File: config.mk
export PLATFORM = sky130hd
export DESIGN_NAME = mux_word_serializer
export DESIGN_NICKNAME = d
export VERILOG_FILES = /design/src/rtl/mux_word_serializer_pkg.sv /design/src/rtl/mux_word_serializer_mux64x1.sv /design/src/rtl/mux_word_serializer.sv
export SDC_FILE = /design/constraint.sdc
export NUM_CORES = 1
export LEC_CHECK = 0
export CORE_AREA = 8 8 108 110
export DETAILED_ROUTE_END_ITERATION = 10
export DIE_AREA = 0 0 116 118
export PLACE_DENSITY = 0.59
export RECOVER_POWER = 50
export SYNTH_ARGS = -nofsm -noshare
export SYNTH_HDL_FRONTEND = slang
export SYNTH_SLANG_ARGS = --single-unit
File: constraint.sdc
create_clock -name clk_i -period 2.8 [get_ports clk_i]
set_input_delay 0.7 -clock clk_i [delete_from_list [all_inputs] [get_ports clk_i]]
set_output_delay 0.7 -clock clk_i [all_outputs]
set_load 0.05 [all_outputs]
File: src/rtl/mux_word_serializer_pkg.sv
// Shared types and sizing constants for the word serializer and its 64:1 select tree.
package mux_word_serializer_pkg;

  localparam int WIDTH_DEF  = 64;
  localparam int SEL_W_DEF  = 6;
  localparam int MUX_INPUTS = 64;

  typedef enum logic {
    ST_IDLE  = 1'b0,
    ST_SHIFT = 1'b1
  } state_e;

  // The select must address every mux input exactly, with no spare codes.
  function automatic bit sel_w_ok(input int width, input int sel_w);
    return sel_w == $clog2(width);
  endfunction

endpackage

File: src/rtl/mux_word_serializer_mux64x1.sv
// 64:1 bit select built as eight 8:1 leaves feeding a final 8:1 stage.
module mux_word_serializer_mux64x1 (
  input  logic [63:0] data_i,
  input  logic [5:0]  sel_i,
  output logic        bit_o
);

  logic [7:0] leaf;

  for (genvar g = 0; g < 8; g++) begin : g_leaf
    logic [7:0] grp;
    assign grp     = data_i[g*8 +: 8];
    assign leaf[g] = grp[sel_i[2:0]];
  end

  assign bit_o = leaf[sel_i[5:3]];

endmodule

File: src/rtl/mux_word_serializer.sv
// Loads a parallel word over valid/ready and walks the mux select across bits [len:0],
// presenting one bit per consumer handshake with first/last qualifiers.
//
//  state    | meaning
//  ST_IDLE  | no word held; in_ready high, waiting for a producer word
//  ST_SHIFT | word held; ser_bit valid, select advances on each accepted bit
module mux_word_serializer
  import mux_word_serializer_pkg::*;
#(
  parameter int WIDTH     = WIDTH_DEF,
  parameter int SEL_W     = SEL_W_DEF,
  parameter bit MSB_FIRST = 1'b0
) (
  input  logic             clk_i,
  input  logic             rst_i,
  input  logic [WIDTH-1:0] in_data_i,
  input  logic [SEL_W-1:0] in_len_i,
  input  logic             in_valid_i,
  output logic             in_ready_o,
  output logic             ser_bit_o,
  output logic             ser_valid_o,
  input  logic             ser_ready_i,
  output logic             ser_first_o,
  output logic             ser_last_o,
  output logic [SEL_W-1:0] sel_idx_o,
  output logic             busy_o
);

  if (!sel_w_ok(WIDTH, SEL_W) || WIDTH != MUX_INPUTS) begin : g_cfg_err
    $error("mux_word_serializer: WIDTH must be 64 and SEL_W must be clog2(WIDTH)");
  end

  state_e           state_q, state_d;
  logic [WIDTH-1:0] word_q,  word_d;
  logic [SEL_W-1:0] len_q,   len_d;
  logic [SEL_W-1:0] sel_q,   sel_d;

  logic             shifting;
  logic             at_last;
  logic             beat;
  logic             load;
  logic [SEL_W-1:0] start_idx;
  logic [SEL_W-1:0] end_idx;

  assign start_idx = MSB_FIRST ? len_q : '0;
  assign end_idx   = MSB_FIRST ? '0 : len_q;

  assign shifting = (state_q == ST_SHIFT);
  assign at_last  = shifting & (sel_q == end_idx);
  assign beat     = shifting & ser_ready_i;

  // Ready on the final beat lets the next word load without an idle cycle.
  assign in_ready_o = ~rst_i & (~shifting | (beat & at_last));
  assign load       = in_valid_i & in_ready_o;

  always_comb begin
    state_d = state_q;
    word_d  = word_q;
    len_d   = len_q;
    sel_d   = sel_q;
    if (load) begin
      state_d = ST_SHIFT;
      word_d  = in_data_i;
      len_d   = in_len_i;
      sel_d   = MSB_FIRST ? in_len_i : '0;
    end else if (beat) begin
      if (at_last) begin
        state_d = ST_IDLE;
      end else if (MSB_FIRST) begin
        sel_d = sel_q - SEL_W'(1);
      end else begin
        sel_d = sel_q + SEL_W'(1);
      end
    end
  end

  always_ff @(posedge clk_i) begin
    if (rst_i) begin
      state_q <= ST_IDLE;
      word_q  <= '0;
      len_q   <= '0;
      sel_q   <= '0;
    end else begin
      state_q <= state_d;
      word_q  <= word_d;
      len_q   <= len_d;
      sel_q   <= sel_d;
    end
  end

  mux_word_serializer_mux64x1 u_mux (
    .data_i (word_q),
    .sel_i  (sel_q),
    .bit_o  (ser_bit_o)
  );

  assign ser_valid_o = shifting;
  assign busy_o      = shifting;
  assign ser_first_o = shifting & (sel_q == start_idx);
  assign ser_last_o  = at_last;
  assign sel_idx_o   = sel_q;

endmodule
==> reports/qor.yml <==
status: "complete, but fails checks"
failed_checks: "negative setup slack"
rrSetupSlack_ns: 0.22
io_pins: 86
drt_iter0_markers: 50
wl_per_cell_um: 15.5
clock_latency_ns: 0.34
synth_area_leaders: "dfxtp_1, mux2_2, nor2b_1, mux4_2, buf_6"
io_buffers: 85
hold_start: "word_q[39]$_SDFFE_PP0P_"
period_needed_ns: 2.99
cts_buffer_depth: 2
dp_hpwl_um: 6210
finalSetupViolations: 2
min_to: "word_q[39]$_SDFFE_PP0P_"
powerDensity_nw_per_um2: 509
max_freq_mhz: 334
crit_path_max_fanout: 6
fp.coreArea_um2: 10000
clk_pin_slew_ns: 0.08
root_buffer: "clkbuf_8"
antenna_found_initial: 0
ant_nets: 0
synth_common_cells: "dfxtp_1, nor2b_1, mux2_2"
arrival_ns: 2.29
area_growth_pct: 32.8
htree_num_levels: 3
tritoncts: "built"
die_height_um: 118
critPathCaptureType: "output port"
diodes: 0
finalHoldViolCount: 0
ir_drop_mv: 0.242
async_flop_share_pct: 0
cts_num_sinks: 77
r2r-start: "sel_idx_o[1]$_SDFFE_PP0P_"
cts_buffers: 9
maxCapViolations: 0
yosysMostFrequentCell: "dfxtp_1"
grt_max_degree: 47
dr.pass1.iters: 4
routabilityCongestion: 0.722
yosysTopAreaCell: "dfxtp_1"
die-area_um2: 13700
via_per_inst: 4.67
yosysWarnings: 0
drv_slew: 0
ys_seq_elements: 77
layout_setup_ws_ns: -0.192
drive_above_1_share_pct: 29.9
grt_first_pass_wirelength_um: 14500
reg2reg_to: "end_idx[0]$_SDFFE_PP0P_"
avgSynthCellArea_um2: 11.5
placementRows: 37
start_kind: "flip-flop"
power_mw: 2.54
crit_type: "flip-flop to output port"
overflow: 0
totalWireLength_um: 8580
synth_fp_nets: 402
worstHoldPathType: "flip-flop to flip-flop"
drcViolationCount: 0
start_util_pct: 37.5
grt.total_usage_pct: 13.4
synth_area_um2: 3750
num_vias: 2586
die_w_um: 116
final_nets: 489
hold_depth: 2
rsz0062_at_grt: "true"
tightestPinTransition_ns: 0.594
slew_headroom_pct: 60.4
fin_worst_skew_ns: 0.00757
first_global_vias: 2852
required_ns: 2.10
yosys.area.top_type_share_pct: 41.1
synthCells: 326
synth-seq-area-share_pct: 41.1
r2r_cells: 8
dp_slack_ns: -0.0179
synth_cell_types: 32
synth-edff-count: 0
fin_crit_sh_pct: 107
p_leak_nw: 1.95
ys.flop_type: "dfxtp_1"
==> timing repair <==
action	4_1_cts	5_1_grt
setup endpoints to repair	3	3
gates resized for setup	6	3
hold buffers	0	0
pin swaps	5	2
setup buffers	3	0
==> area by class of cell <==
type,count,area (um2)
Tap cell,136,170
Clock inverter,3,42.5
Sequential cell,77,1550
Fill cell,964,5010
Clock buffer,13,169
Inverter,5,18.8
Timing Repair Buffer,100,977
Multi-Input combinational cell,220,2060
==> power by group <==
group	total, mW	internal (mW)	switching, mW
logic	0.442	0.274	0.168
registers	1.22	1.18	0.0431
clock network	0.872	0.484	0.388
total	2.54	1.94	0.599
==> state kept, by name, summed over array words and instances (netlist names) <==
register   flops
sel_idx_o      6
word_q        64
busy_o         1
end_idx        6
==> layout by cell type (no fill, tap or decap), types with 3 or more instances in the layout <==
master and n:
clkdlybuf4s50_1 75, dfxtp_1 74, nor2b_1 72, mux2_2 64
mux4_2 16, buf_4 15, clkbuf_8 12, nor2_1 10
a21oi_1 7, xor2_1 6, mux2_1 6, inv_1 5
mux2i_1 5, xnor2_1 5, dlygate4sd3_1 5, nand2_1 4
a211oi_1 3
==> worst max-delay path: stages (launching register included) <==
cell and delay, ns:
dfxtp_4 0.40, mux4_2 0.50, mux4_2 0.50, nor3b_2 0.16, nor2_1 0.08, and3_4 0.16
buf_8 0.14
==> how the worst max path moves through the flow <==
stage               slack [ns]                       from  depth (start not counted)         to
floorplan                -0.07  sel_idx_o[0]$_SDFFE_PP0P_                          6  ser_bit_o
global placement          0.02  sel_idx_o[0]$_SDFFE_PP0P_                          6  ser_bit_o
detailed placement       -0.02  sel_idx_o[0]$_SDFFE_PP0P_                          6  ser_bit_o
CTS                      -0.26  sel_idx_o[0]$_SDFFE_PP0P_                          6  ser_bit_o
global route             -0.30  sel_idx_o[0]$_SDFFE_PP0P_                          6  ser_bit_o
finish                   -0.19  sel_idx_o[0]$_SDFFE_PP0P_                          6  ser_bit_o
==> logic make-up after synthesis <==
logic type	after synthesis	synth area share, %
compound gates	17	3.03
buf+inv	29	4.70
flops	77	41.1
simple gates	99	16.0
mux	91	31.9
xor+xnor	11	2.57
fa+ha+maj	2	0.667
==> per-layer routing <==
layer	track usage [%]	vias up	part of all wire, %
li1	-	1296	-
met1	16.0	1239	44
met2	22.2	44	50
met3	4.41	7	4.7
met4	3.89	0	1.2
met5	0	-	0
==> through the flow <==
step | TNS, ns | cells | hold WS (ns) | utilization [%] | cell area, um2
2_1_floorplan | -0.134 | 326 | 0.537 | - | 3760
4_1_cts | -0.261 | 554 | 0.596 | 49.9 | 4990
3_5_place_dp | -0.0179 | 535 | 0.572 | 47.4 | 4740
3_3_place_gp | 0 | 535 | 0.553 | 47.4 | 4740
5_1_grt | -0.506 | 554 | 0.630 | 49.8 | 4980
6_report | -0.268 | 554 | 0.596 | 49.8 | 4980
Power figures use the tool's default switching activity.
